$ cat src/rtl/tetris_pkg.sv
// Shared playfield geometry, shape codes and the piece-controller state encoding.
package tetris_pkg;

  localparam logic [9:0] BLOCK_SIZE = 10'd20;
  localparam logic [9:0] HORI_SIZE  = 10'd640;
  localparam logic [9:0] VERT_SIZE  = 10'd480;
  localparam logic [9:0] SPAWN_X    = 10'd280;

  localparam logic [2:0] SHAPE_SQUARE = 3'd0;
  localparam logic [2:0] SHAPE_HBAR   = 3'd1;
  localparam logic [2:0] SHAPE_VBAR   = 3'd2;

  typedef enum logic [2:0] {
    RESET_ACK,
    SPAWN,
    FALL,
    LOCK,
    GAME_OVER
  } state_t;

  // Width of a shape in grid cells, used for the right-wall bound.
  function automatic logic [2:0] shape_width(input logic [2:0] shape);
    case (shape)
      SHAPE_SQUARE: return 3'd2;
      SHAPE_HBAR:   return 3'd4;
      SHAPE_VBAR:   return 3'd1;
      default:      return 3'd1;
    endcase
  endfunction

endpackage

$ cat src/rtl/piece_ctrl_if.sv
// Buttons and color_mux feedback in, piece position and sequencing pulses out.
interface piece_ctrl_if;

  logic       btn_left;
  logic       btn_right;
  logic       btn_drop;
  logic       stop;
  logic       hit;
  logic [2:0] shape;
  logic [9:0] ref_x;
  logic [9:0] ref_y;
  logic       change_shape;
  logic       reset_ack;
  logic       game_over;

  modport master (
    input  btn_left, btn_right, btn_drop, stop, hit, shape,
    output ref_x, ref_y, change_shape, reset_ack, game_over
  );

  modport slave (
    output btn_left, btn_right, btn_drop, stop, hit, shape,
    input  ref_x, ref_y, change_shape, reset_ack, game_over
  );

endinterface

$ cat src/rtl/btn_edge.sv
// One-register rising-edge detector; the history register updates every cycle.
module btn_edge (
  input  logic i_clk,
  input  logic i_rst,
  input  logic i_btn,
  output logic o_rise
);

  logic r_prev;

  always_ff @(posedge i_clk) begin
    if (i_rst) r_prev <= 1'b0;
    else       r_prev <= i_btn;
  end

  assign o_rise = i_btn & ~r_prev;

endmodule

$ cat src/rtl/piece_ctrl.sv
// Falling-piece motion controller: spawn, gravity, lateral moves, lock and game-over.
// Position registered; stop/hit are used combinationally in the cycle they arrive.
module piece_ctrl
  import tetris_pkg::*;
#(
  parameter int FALL_DIV    = 1_250_000,
  parameter int FAST_DIV    = 125_000,
  parameter int LOCK_CYCLES = 4
) (
  input logic          iVGA_CLK,
  input logic          reset,
  piece_ctrl_if.master bus
);

  localparam int              LOCK_W    = (LOCK_CYCLES > 1) ? $clog2(LOCK_CYCLES) : 1;
  localparam logic [LOCK_W-1:0] LOCK_LAST = LOCK_W'(LOCK_CYCLES - 1);
  localparam logic [20:0]     FALL_LIM  = 21'(FALL_DIV - 1);
  localparam logic [20:0]     FAST_LIM  = 21'(FAST_DIV - 1);

  state_t            r_state;
  logic [9:0]        r_ref_x;
  logic [9:0]        r_ref_y;
  logic [20:0]       r_cnt;
  logic [LOCK_W-1:0] r_lock_cnt;
  logic              r_first;

  state_t            w_state_nxt;
  logic [9:0]        w_ref_x_nxt;
  logic [9:0]        w_ref_y_nxt;
  logic [20:0]       w_cnt_nxt;
  logic [LOCK_W-1:0] w_lock_cnt_nxt;
  logic              w_first_nxt;

  logic        w_left_rise;
  logic        w_right_rise;
  logic        w_unused_drop_rise;
  logic [20:0] w_lim;
  logic        w_tick;
  logic [11:0] w_right_end;
  logic        w_left_ok;
  logic        w_right_ok;

  btn_edge u_edge_left (
    .i_clk  (iVGA_CLK),
    .i_rst  (reset),
    .i_btn  (bus.btn_left),
    .o_rise (w_left_rise)
  );

  btn_edge u_edge_right (
    .i_clk  (iVGA_CLK),
    .i_rst  (reset),
    .i_btn  (bus.btn_right),
    .o_rise (w_right_rise)
  );

  // Drop edge is reserved for a future hard-drop; gravity uses the held level.
  btn_edge u_edge_drop (
    .i_clk  (iVGA_CLK),
    .i_rst  (reset),
    .i_btn  (bus.btn_drop),
    .o_rise (w_unused_drop_rise)
  );

  assign w_lim  = bus.btn_drop ? FAST_LIM : FALL_LIM;
  assign w_tick = (r_cnt >= w_lim);

  // Right bound in 12 bits so the sum cannot wrap before the compare.
  assign w_right_end = 12'(r_ref_x) + 12'(shape_width(bus.shape) + 3'd1) * 12'(BLOCK_SIZE);

  assign w_left_ok  = w_left_rise & ~w_right_rise & ~bus.hit & (r_ref_x >= BLOCK_SIZE);
  assign w_right_ok = w_right_rise & ~w_left_rise & ~bus.hit & (w_right_end <= 12'(HORI_SIZE));

  always_comb begin
    w_state_nxt    = r_state;
    w_ref_x_nxt    = r_ref_x;
    w_ref_y_nxt    = r_ref_y;
    w_cnt_nxt      = r_cnt;
    w_lock_cnt_nxt = r_lock_cnt;
    w_first_nxt    = r_first;

    case (r_state)
      RESET_ACK: w_state_nxt = SPAWN;

      SPAWN: begin
        w_ref_x_nxt = SPAWN_X;
        w_ref_y_nxt = 10'd0;
        w_cnt_nxt   = 21'd0;
        w_first_nxt = 1'b1;
        w_state_nxt = FALL;
      end

      FALL: begin
        w_first_nxt = 1'b0;
        if (r_first && bus.stop) begin
          // Spawned on top of the stack: no room to enter the playfield.
          w_state_nxt = GAME_OVER;
        end else if (w_tick && bus.stop) begin
          w_state_nxt    = LOCK;
          w_lock_cnt_nxt = '0;
          w_cnt_nxt      = 21'd0;
        end else begin
          w_cnt_nxt = w_tick ? 21'd0 : r_cnt + 21'd1;
          if (w_tick) w_ref_y_nxt = r_ref_y + BLOCK_SIZE;
          if (w_left_ok)       w_ref_x_nxt = r_ref_x - BLOCK_SIZE;
          else if (w_right_ok) w_ref_x_nxt = r_ref_x + BLOCK_SIZE;
        end
      end

      LOCK: begin
        if (r_lock_cnt == LOCK_LAST) w_state_nxt = SPAWN;
        else                         w_lock_cnt_nxt = r_lock_cnt + 1'b1;
      end

      GAME_OVER: w_state_nxt = GAME_OVER;

      default: w_state_nxt = RESET_ACK;
    endcase
  end

  always_ff @(posedge iVGA_CLK) begin
    if (reset) begin
      r_state    <= RESET_ACK;
      r_ref_x    <= SPAWN_X;
      r_ref_y    <= 10'd0;
      r_cnt      <= 21'd0;
      r_lock_cnt <= '0;
      r_first    <= 1'b0;
    end else begin
      r_state    <= w_state_nxt;
      r_ref_x    <= w_ref_x_nxt;
      r_ref_y    <= w_ref_y_nxt;
      r_cnt      <= w_cnt_nxt;
      r_lock_cnt <= w_lock_cnt_nxt;
      r_first    <= w_first_nxt;
    end
  end

  assign bus.ref_x        = r_ref_x;
  assign bus.ref_y        = r_ref_y;
  assign bus.change_shape = (r_state == SPAWN);
  assign bus.reset_ack    = (r_state == RESET_ACK) & ~reset;
  assign bus.game_over    = (r_state == GAME_OVER);

endmodule

$ cat src/flat_wrapper.sv
// flat-port wrapper written by rule: the top's interface ports become plain ports
module piece_ctrl_flat import tetris_pkg::*;
#(
  parameter int FALL_DIV    = 1_250_000,
  parameter int FAST_DIV    = 125_000,
  parameter int LOCK_CYCLES = 4
)
  (iVGA_CLK, reset, bus_btn_left, bus_btn_right, bus_btn_drop, bus_stop, bus_hit, bus_shape, bus_ref_x, bus_ref_y, bus_change_shape, bus_reset_ack, bus_game_over);
  piece_ctrl_if bus_i ();
  input logic iVGA_CLK;
  input logic reset;
  input wire logic [$bits(bus_i.btn_left)-1:0] bus_btn_left;
  input wire logic [$bits(bus_i.btn_right)-1:0] bus_btn_right;
  input wire logic [$bits(bus_i.btn_drop)-1:0] bus_btn_drop;
  input wire logic [$bits(bus_i.stop)-1:0] bus_stop;
  input wire logic [$bits(bus_i.hit)-1:0] bus_hit;
  input wire logic [$bits(bus_i.shape)-1:0] bus_shape;
  output wire logic [$bits(bus_i.ref_x)-1:0] bus_ref_x;
  output wire logic [$bits(bus_i.ref_y)-1:0] bus_ref_y;
  output wire logic [$bits(bus_i.change_shape)-1:0] bus_change_shape;
  output wire logic [$bits(bus_i.reset_ack)-1:0] bus_reset_ack;
  output wire logic [$bits(bus_i.game_over)-1:0] bus_game_over;
  assign bus_i.btn_left = bus_btn_left;
  assign bus_i.btn_right = bus_btn_right;
  assign bus_i.btn_drop = bus_btn_drop;
  assign bus_i.stop = bus_stop;
  assign bus_i.hit = bus_hit;
  assign bus_i.shape = bus_shape;
  assign bus_ref_x = bus_i.ref_x;
  assign bus_ref_y = bus_i.ref_y;
  assign bus_change_shape = bus_i.change_shape;
  assign bus_reset_ack = bus_i.reset_ack;
  assign bus_game_over = bus_i.game_over;
  piece_ctrl #(.FALL_DIV(FALL_DIV), .FAST_DIV(FAST_DIV), .LOCK_CYCLES(LOCK_CYCLES)) u_core (.iVGA_CLK(iVGA_CLK), .reset(reset), .bus(bus_i));
endmodule
$ cat config.mk
export PLATFORM = sky130hd
export DESIGN_NAME = piece_ctrl_flat
export DESIGN_NICKNAME = d
export VERILOG_FILES = /design/src/rtl/tetris_pkg.sv /design/src/rtl/piece_ctrl_if.sv /design/src/rtl/btn_edge.sv /design/src/rtl/piece_ctrl.sv /design/src/flat_wrapper.sv
export SDC_FILE = /design/constraint.sdc
export NUM_CORES = 1
export LEC_CHECK = 0
export CAP_MARGIN = 15
export CORE_MARGIN = 3
export CORE_UTILIZATION = 57
export CTS_CLUSTER_DIAMETER = 120
export CTS_CLUSTER_SIZE = 12
export DETAILED_ROUTE_END_ITERATION = 12
export GPL_TIMING_DRIVEN = 0
export PLACE_DENSITY = 0.88
export SLEW_MARGIN = 20
export SYNTH_ARGS = -nofsm -noshare
export SYNTH_HDL_FRONTEND = slang
export SYNTH_SLANG_ARGS = --single-unit
$ cat constraint.sdc
create_clock -name iVGA_CLK -period 4.5 [get_ports iVGA_CLK]
set_input_delay 1.35 -clock iVGA_CLK [delete_from_list [all_inputs] [get_ports iVGA_CLK]]
set_output_delay 1.35 -clock iVGA_CLK [all_outputs]
set_load 0.1 [all_outputs]
# After elaboration in Yosys (flattened, before gate mapping)
# Index checks and enable logic that the tools add are counted.
[totals] reg_bits=49 inputBits=10 output_inout_bits=23 wordCells=83
[classes] add_sub_neg=7 mul=1 magnitude_cmp=3 eq_ne=14 n_mux=24 n_bitwise=15 reduce_logical=11
[op_table] operator="$mux 21" count=4
[op_table] operator="$mux 10" count=7
[op_table] operator="$pmux 21 s2" count=1
[op_table] operator="$pmux 10 s2" count=2
[op_table] operator="$add 21x1->21 const B" count=1
[op_table] operator="$ge 21x21->1" count=1
[op_table] operator="$add 10x5->10 const B" count=2
[op_table] operator="$pmux 3 s5" count=1
[op_table] operator="$add 10x12->12" count=1
[op_table] operator="$le 12x10->1 const B" count=1
[op_table] operator="$mul 12x3->10 const B" count=1
[op_table] operator="$reduce_and 4->1" count=3
[op_table] operator="$ge 10x5->1 const B" count=1
[op_table] operator="$sub 10x5->10 const B" count=1
[op_table] operator="$and 1x1->1" count=9
[op_table] operator="$mux 3" count=3
[op_table] operator="$eq 3x1->1 const B" count=2
[op_table] operator="$eq 3x2->1 const B" count=2
[op_table] operator="$logic_not 3->1" count=2
[op_table] operator="$mux 2" count=3
[op_table] operator="$ne 2x1->1 const B" count=3
[op_table] operator="$ne 2x2->1 const B" count=3
[op_table] operator="$ne 3x1->1 const B" count=2
[op_table] operator="$not 1->1" count=6
[op_table] operator="10 further kinds" count=13

# Depth between registers and ports, before layout
# Gate-level depths: netlist of the first run.
[depth] word_depth=12 depth_mapped=12 mapped_depth_nobuf=11

# Hierarchy
# Synthesis of the first run repeated with hierarchy kept, for this count alone.
[hier_totals] hier_cells=365 hier_area_um2=3240.6
[by_module_without_submodules] module="piece_ctrl" instances=1 cells_per_inst=359 area_per_inst_um2=3145.5 seq_area_each_um2=860.8
[by_module_without_submodules] module="btn_edge" instances=2 cells_per_inst=3 area_per_inst_um2=47.5 seq_area_each_um2=20.0

# Worst setup path before layout of the first run
# Ideal clock, no wire load.
[synth_path] kind="in2out" startpoint="input reset" endpoint="output bus_reset_ack" arrival_time_ns=4.531 t_required_ns=3.150 setup_slack_ns=-1.381 cell_stages=3 path_buffers=2 cell_sequence="clkbuf_1 > clkbuf_1 > nor4_1"
[synth_via] elab_chain_cells=2
[synth_rtl] element="start: declaration" line_no="flat_wrapper.sv:11" text="input logic reset;"
[synth_rtl] element="$not 1->1" line_no="piece_ctrl.sv:142" text="assign bus.reset_ack = (r_state == RESET_ACK) & ~reset;"
[synth_rtl] element="$and 1x1->1" line_no="piece_ctrl.sv:142"
[synth_rtl] element="end: declaration" line_no="flat_wrapper.sv:21" text="output wire logic [$bits(bus_i.reset_ack)-1:0] bus_reset_ack;"
# No other way between the ends.

# Worst setup path after layout of the first run
# Ends and elaborated chain as after synthesis.

==> impl_table.tex, run 1 <==
\begin{tabular}{lr}
\hline
Metric & Value \\
\hline
\multicolumn{2}{l}{\textbf{CTS}} \\
\quad Post-CTS clock slew at the launch and capture registers of the worst setup and hold paths & 90 ps \\
\quad Number of clock sinks & 45 \\
\quad Worst-case clock buffer depth & 2 \\
\quad CTS root buffer & clkbuf\_8 \\
\quad CTS tree & done \\
\quad CTS HTree Levels & 2 \\
\quad CTS Hold Bufs & 0 \\
\quad Number of buffers created by CTS & 5 \\
\quad Clock Latency Late Sink & 300 ps \\
\multicolumn{2}{l}{\textbf{STA}} \\
\quad Remaining max-slew budget at the tightest pin & 34.8\% \\
\quad Setup Viol. Count Final & 0 \\
\quad Count of final hold-check violations & 0 \\
\quad Clock skew after layout & 6.99 ps \\
\quad Final critical-path share of the clock period & 94.7\% \\
\quad Sum of negative setup slack & 0 ps \\
\quad Transition time at the pin with the least slew margin & 974 ps \\
\quad Shortest period the worst path allows & 4260 ps \\
\quad Max-slew violation count & 0 \\
\quad F\_max & 235 MHz \\
\quad Setup repair after global routing missed its margin & no \\
\multicolumn{2}{l}{\textbf{Setup path}} \\
\quad Max incr delay on CP & 880 ps \\
\quad Crit path launch type & input port \\
\quad Critical setup path kind & in -> out \\
\quad Critical path arrival & 2910 ps \\
\quad CP cell instances & clkbuf\_1 > clkbuf\_1 > nor4\_4 > dlygate4sd2\_1 \\
\quad Dominant cell type by count on the critical path & clkbuf\_1 \\
\quad Slowest stage cell, crit path & dlygate4sd2\_1 \\
\quad Required time of the worst setup path & 3150 ps \\
\quad Worst setup EP type & output pin \\
\quad Flop-to-flop setup slack & 1640 ps \\
\quad Maximum net fanout on the critical path & 10 \\
\multicolumn{2}{l}{\textbf{Status}} \\
\quad Result of the run & complete, no violations \\
\multicolumn{2}{l}{\textbf{Worst hold path}} \\
\quad Path category of the worst min-delay check & reg -> reg \\
\multicolumn{2}{l}{\textbf{Floorplan}} \\
\quad Count of pins on the block boundary & 33 \\
\quad Placeable core region & 4910 µm² \\
\quad Effective utilization at floorplan & 60.9\% \\
\quad Die area & 6150 µm² \\
\quad Die outline width & 78.4 µm \\
\quad Placement Rows & 25 \\
\quad Vertical die dimension & 78.4 µm \\
\multicolumn{2}{l}{\textbf{Synth}} \\
\quad Async S/R FF share, synth & 0\% \\
\quad Flip-flop and latch count after synthesis & 45 \\
\quad Cells after Synth & 364 \\
\quad Main synth FF type & dfxtp\_1 \\
\quad Part of the Yosys area used for sequential elements & 30.1\% \\
\quad Synth Area per Inst & 8.22 µm² \\
\quad Number of enable flip-flop cells after synthesis & 0 \\
\quad Post-Syn Area & 2990 µm² \\
\quad Count of different cell masters after synthesis & 62 \\
\quad Number of warnings reported in the yosys synthesis log & 0 \\
\multicolumn{2}{l}{\textbf{GRT}} \\
\quad Aggregate global-route resource usage & 22.5\% \\
\quad Via count of the first global-routing pass & 2588 \\
\quad Overflow left after global routing & 0 \\
\quad Wire length of the first global-routing pass & 11.4 mm \\
\quad Maximum number of pins on one net before global-route repair & 15 \\
\quad Number of antenna violations at the first check in global routing & 0 \\
\multicolumn{2}{l}{\textbf{Detailed routing}} \\
\quad 1st-iter DRT viols & 247 \\
\quad Detailed-route wire length per cell & 14.3 µm \\
\quad Number of vias after detailed routing & 2803 \\
\quad DRC violations left & 0 \\
\quad Number of iterations in the first detailed-routing pass & 5 \\
\quad Vias per cell & 5.95 \\
\quad Number of nets still failing antenna checks after routing & 0 \\
\quad Final wirelength & 6.73 mm \\
\multicolumn{2}{l}{\textbf{Placement}} \\
\quad Total of buffers placed on input and output ports & 27 \\
\quad GP Congestion & 0.901 \\
\quad Dpl hpwl & 4.98 mm \\
\multicolumn{2}{l}{\textbf{Power}} \\
\quad Worst voltage drop across the vdd grid & 0.294 mV \\
\quad Total Power & 1.13 mW \\
\quad Leakage component of the power & 1.38 nW \\
\quad Power density over cell area & 321 nW/µm² \\
\multicolumn{2}{l}{\textbf{Run}} \\
\quad Number of max-cap violations & 0 \\
\multicolumn{2}{l}{\textbf{Final layout}} \\
\quad Total number of nets in the final design & 437 \\
\quad Number of inserted filler cells in the final layout & 420 \\
\quad Layout cell share with drive strength beyond 1 & 7.67\% \\
\quad Most frequent standard cell in the layout excluding fill and tap cells & dfxtp\_1 \\
\quad Antenna Diode Count & 0 \\
\quad Commonest cells after routing, fill and taps aside & dfxtp\_1, nor2\_1, nand2\_1 \\
\quad Area overhead of the layout relative to synthesis & 17.4\% \\
\hline
\end{tabular}
==> report_power, final <==
group / leakage (nW) / switching [mW] / internal (mW)
clock: 0.0681 / 0.141 / 0.221
sequential: 0.364 / 0.0264 / 0.416
combinational: 0.952 / 0.230 / 0.0947
==> flip-flops by register name, summed over array words and instances, names as in the netlist <==
name,count
u_core.u_edge_left.r_prev,1
u_core.u_edge_right.r_prev,1
u_core.bus.ref_y,8
u_core.r_cnt,21
u_core.r_first,1
u_core.bus.ref_x,8
u_core.r_lock_cnt,2
u_core.r_state,3
==> area by class of cell <==
class	instances	area [µm²]	share of cell area, %
clock buffers	5	68.8	1.96
flip-flops and latches	45	901	25.7
plain buffers	17	103	2.92
multi-input cells	296	1980	56.4
clock inverters	3	65.1	1.85
repair buffers	27	269	7.66
inverters	11	42.5	1.21
well taps	67	83.8	2.39
==> path summary, 6_finish.rpt <==
kind | start | end | cells past startpoint
min reg2reg | u_core.r_lock_cnt[1] | u_core.r_lock_cnt[1] | 2
min | u_core.r_lock_cnt[1] | u_core.r_lock_cnt[1] | 2
max | reset | bus_reset_ack | 4
max reg2reg | u_core.bus.ref_x[2] | u_core.bus.ref_x[6] | 10
==> cell families (layout without fill, tap and decap cells) <==
family,after synthesis,count (layout),share of synthesized area [%]
xor+xnor,23,23,6.73
mux,5,5,1.92
flops,45,45,30.1
simple gates,154,154,27.1
other cells,2,7,0.251
buf+inv,28,63,4.85
compound gates,83,83,18.8
fa+ha+maj,24,24,10.3
==> worst max-delay path, delay by kind of cell <==
family	cells	cell delay, ps
simple gates	1	190
buf+inv	3	1360
==> what timing repair did <==
item | in CTS | in global routing
endpoints found under the setup margin | 1 | 0
gates resized for setup | 1 | 0
buffers inserted | 0 | 0
==> metal layers <==
| metal | vias to the layer above | part of all wire (%) | track usage (%) |
|---|---|---|---|
| met5 | - | 0 | 0 |
| met4 | 0 | 1.3 | 8.22 |
| met3 | 11 | 5.8 | 5.50 |
| met2 | 97 | 50 | 38.9 |
| met1 | 1304 | 43 | 26.8 |
| li1 | 1391 | - | - |
==> metrics by stage <==
| stage | utilization, % | instance area (µm²) | instances | setup slack [ps] | hold WS [ps] |
|---|---|---|---|---|---|
| 6_report | 71.5 | 3510 | 471 | 240 | 485 |
| 2_1_floorplan | - | 3030 | 369 | 330 | 452 |
| 5_1_grt | 71.5 | 3510 | 471 | 103 | 508 |
| 4_1_cts | 71.5 | 3510 | 471 | 232 | 487 |
| 3_3_place_gp | 68.8 | 3380 | 463 | -41.4 | 459 |
| 3_5_place_dp | 68.8 | 3380 | 463 | -54.3 | 473 |
==> synthesized netlist by cell type, types with 8 or more instances <==
master,count,area share (%)
dfxtp_1,45,30
nor2_1,35,4.4
nand2_1,31,3.9
ha_1,23,9.6
a21oi_1,20,3.3
and3_1,12,2.5
nand3_1,12,2.0
xor2_1,12,3.5
nor2b_1,11,2.3
xnor2_1,11,3.2
inv_1,10,1.3
o21ai_1,9,1.5
clkbuf_1,8,1.0
No activity file was read; power rests on OpenSTA's default activity.
==> run 2: changes to the inputs <==
--- a/config.mk
+++ b/config.mk
@@ -14,3 +14,5 @@
 export GPL_TIMING_DRIVEN = 0
+export MAX_ROUTING_LAYER = met4
 export PLACE_DENSITY = 0.88
+export SETUP_SLACK_MARGIN = 0.05
 export SLEW_MARGIN = 20
--- a/constraint.sdc
+++ b/constraint.sdc
@@ -3,2 +3,2 @@
 set_output_delay 1.35 -clock iVGA_CLK [all_outputs]
-set_load 0.1 [all_outputs]
+set_load 0.005 [all_outputs]
==> run 2 against run 1 <==
  * Core utilization decreased by 0.28 points
  * Worst setup slack improved by 130 ps
  * First-iteration DRC count down 31%
  * Clock power about the same
  * Combinational power shrank 24%
  * Final area down 0.39%
  * Critical endpoint is now u_core.bus.ref_y[8]
==> impl_table.tex, run 2 (synthesis gave the netlist of run 1 again) <==
\begin{tabular}{lr}
\hline
Metric & Value \\
\hline
\multicolumn{2}{l}{\textbf{Final layout}} \\
\quad Most frequent standard cell in the layout excluding fill and tap cells & dfxtp\_1 \\
\quad Layout cell share with drive strength beyond 1 & 7.43\% (-0.25 points) \\
\quad Commonest cells after routing, fill and taps aside & dfxtp\_1, nor2\_1, nand2\_1 \\
\quad Fin cells & 471 (unchanged) \\
\quad Total number of nets in the final design & 437 (unchanged) \\
\quad Flip-flop count of the largest register, all copies and words added & 21 (unchanged) \\
\quad Largest register by flop count & u\_core.r\_cnt \\
\quad Area overhead of the layout relative to synthesis & 16.9\% \\
\quad Antenna Diode Count & 0 (unchanged) \\
\multicolumn{2}{l}{\textbf{STA}} \\
\quad Final critical-path share of the clock period & 91.8\% (-2.9 points) \\
\quad Sum of negative setup slack & 0 ps (unchanged) \\
\quad Clock skew after layout & 4.22 ps (-2.77 ps) \\
\quad Shortest period the worst path allows & 4130 ps (-131 ps) \\
\quad F\_max & 242 MHz (+3.2\%) \\
\quad Worst hold-check slack & 498 ps (+13.0 ps) \\
\quad Setup repair after global routing missed its margin & no \\
\quad Count of final hold-check violations & 0 (unchanged) \\
\quad Max-slew violation count & 0 (unchanged) \\
\quad Setup Viol. Count Final & 0 (unchanged) \\
\quad Remaining max-slew budget at the tightest pin & 59.0\% (+24 points) \\
\quad Transition time at the pin with the least slew margin & 614 ps (-360 ps) \\
\multicolumn{2}{l}{\textbf{Setup path}} \\
\quad Maximum net fanout on the critical path & 10 (unchanged) \\
\quad Crit path launch type & input port \\
\quad Worst setup EP type & register \\
\quad Critical setup path kind & in -> reg \\
\quad Required time of the worst setup path & 4690 ps (+1540 ps) \\
\quad Critical path arrival & 4320 ps (+1410 ps) \\
\multicolumn{2}{l}{\textbf{CTS}} \\
\quad Clock Latency Late Sink & 300 ps (about the same) \\
\quad Number of gates given a new drive strength after cts & 0 (-1) \\
\quad CTS Hold Bufs & 0 (unchanged) \\
\quad CTS tree & done \\
\quad Setup Fix Bufs, Post-CTS & 0 (unchanged) \\
\quad CTS HTree Levels & 2 (unchanged) \\
\quad Number of clock sinks & 45 (unchanged) \\
\quad Number of buffers created by CTS & 5 (unchanged) \\
\quad Post-CTS clock slew at the launch and capture registers of the worst setup and hold paths & 90 ps (about the same) \\
\quad CTS root buffer & clkbuf\_8 \\
\quad Worst-case clock buffer depth & 2 (unchanged) \\
\multicolumn{2}{l}{\textbf{Placement}} \\
\quad GP Congestion & 0.938 (+4.0\%) \\
\quad Dpl hpwl & 4.87 mm (-2.1\%) \\
\quad Cell count after placement & 463 (unchanged) \\
\quad Total of buffers placed on input and output ports & 27 (unchanged) \\
\multicolumn{2}{l}{\textbf{Detailed routing}} \\
\quad Number of nets still failing antenna checks after routing & 0 (unchanged) \\
\quad Vias per cell & 5.99 (+0.68\%) \\
\quad Number of iterations in the first detailed-routing pass & 4 (-1) \\
\quad Detailed-route wire length per cell & 14.4 µm (+0.74\%) \\
\quad Final wirelength & 6.78 mm (+0.74\%) \\
\quad 1st-iter DRT viols & 171 (-31\%) \\
\quad DRC violations left & 0 (unchanged) \\
\quad Number of vias after detailed routing & 2822 (+0.68\%) \\
\multicolumn{2}{l}{\textbf{Floorplan}} \\
\quad Effective utilization at floorplan & 60.9\% (unchanged) \\
\quad Die area & 6150 µm² (unchanged) \\
\quad Placement Rows & 25 (unchanged) \\
\quad Count of pins on the block boundary & 33 (unchanged) \\
\quad Placeable core region & 4910 µm² (unchanged) \\
\quad Die outline width & 78.4 µm (unchanged) \\
\quad Vertical die dimension & 78.4 µm (unchanged) \\
\multicolumn{2}{l}{\textbf{Worst hold path}} \\
\quad Path category of the worst min-delay check & reg -> reg \\
\multicolumn{2}{l}{\textbf{Run}} \\
\quad Number of max-cap violations & 0 (unchanged) \\
\multicolumn{2}{l}{\textbf{Power}} \\
\quad Leakage component of the power & 1.38 nW (-0.42\%) \\
\quad Combinational share of power & 23.4\% (-5.3 points) \\
\quad Net switching power of the design & 0.318 mW (-20\%) \\
\quad Internal & 0.731 mW (about the same) \\
\quad Switching part of the total & 30.3\% (-4.9 points) \\
\quad Power density over cell area & 300 nW/µm² (-6.7\%) \\
\quad Portion of total power attributed to sequential cells & 42.0\% (+2.8 points) \\
\quad Clock power frac & 34.6\% (+2.6 points) \\
\quad Worst voltage drop across the vdd grid & 0.196 mV (-33\%) \\
\multicolumn{2}{l}{\textbf{GRT}} \\
\quad Maximum number of pins on one net before global-route repair & 15 (unchanged) \\
\quad Via count of the first global-routing pass & 2732 (+5.6\%) \\
\quad Wire length of the first global-routing pass & 11.6 mm (+1.7\%) \\
\quad Aggregate global-route resource usage & 23.4\% (+1.0 points) \\
\quad Number of antenna violations at the first check in global routing & 0 (unchanged) \\
\quad Overflow left after global routing & 0 (unchanged) \\
\multicolumn{2}{l}{\textbf{Status}} \\
\quad Result of the run & complete, no violations \\
\hline
\end{tabular}
[run 2: cell types whose count changed in the layout (fill, tap and decap cells not counted), sizes merged]
cell and delta:
clkdlybuf4s50 +1, dlygate4sd2 -1
[run 2: final timing paths]
| check | from | endpoint | slack [ps] | cells after the start |
|---|---|---|---|---|
| setup / recovery | bus_btn_drop | u_core.bus.ref_y[8] | 370 | 11 |
| hold / removal | u_core.bus.ref_y[9] | u_core.bus.ref_y[9] | 500 | 2 |
| setup reg to reg | u_core.bus.ref_x[2] | u_core.bus.ref_x[6] | 1600 | 10 |
| hold reg to reg | u_core.bus.ref_y[9] | u_core.bus.ref_y[9] | 500 | 2 |
[run 2: area by class of cell]
type	count	area, µm²
buffer	17	103
tap	67	83.8
fill	401	1410
timing repair buffer	27	270
clock inverter	3	65.1
inverter	11	42.5
sequential	45	901
multi-input combinational	296	1960
clock buffer	5	68.8
[run 2: through the flow]
stage | setup slack (ps) | area (µm²) | utilization, % | power (mW)
after global routing | 155 | 3500 | 71.2 | 1.10
after detailed placement | 125 | 3360 | 68.5 | 0.687
after CTS | 371 | 3500 | 71.2 | 1.05
after global placement | 152 | 3360 | 68.5 | 0.680
after floorplan | 803 | 3010 | - | 0.611
final | 371 | 3500 | 71.2 | 1.05
[run 2: layer usage]
layer	up-vias	global-route usage (%)	part of all wire [%]
met5	-	-	0
met4	0	8.74	1.6
met3	13	3.90	4.5
met2	89	41.7	50
met1	1328	26.4	44
li1	1392	-	-
[run 2: power by group through the flow]
stage	Clock [mW]	Sequential, mW	Combinational, mW
after floorplan	0	0.443	0.168
after global placement	0	0.448	0.233
after detailed placement	0	0.448	0.238
after CTS	0.367	0.440	0.243
after global routing	0.384	0.444	0.276
final	0.363	0.440	0.246
[run 2: critical path, stage by stage]
cell,delay (ps)
clkdlybuf4s50_1,670
inv_1,160
ha_1,330
and4b_1,200
and3_1,180
o41ai_1,80
o211ai_1,150
a21oi_1,530
clkbuf_1,400
o311ai_1,170
o41ai_1,90
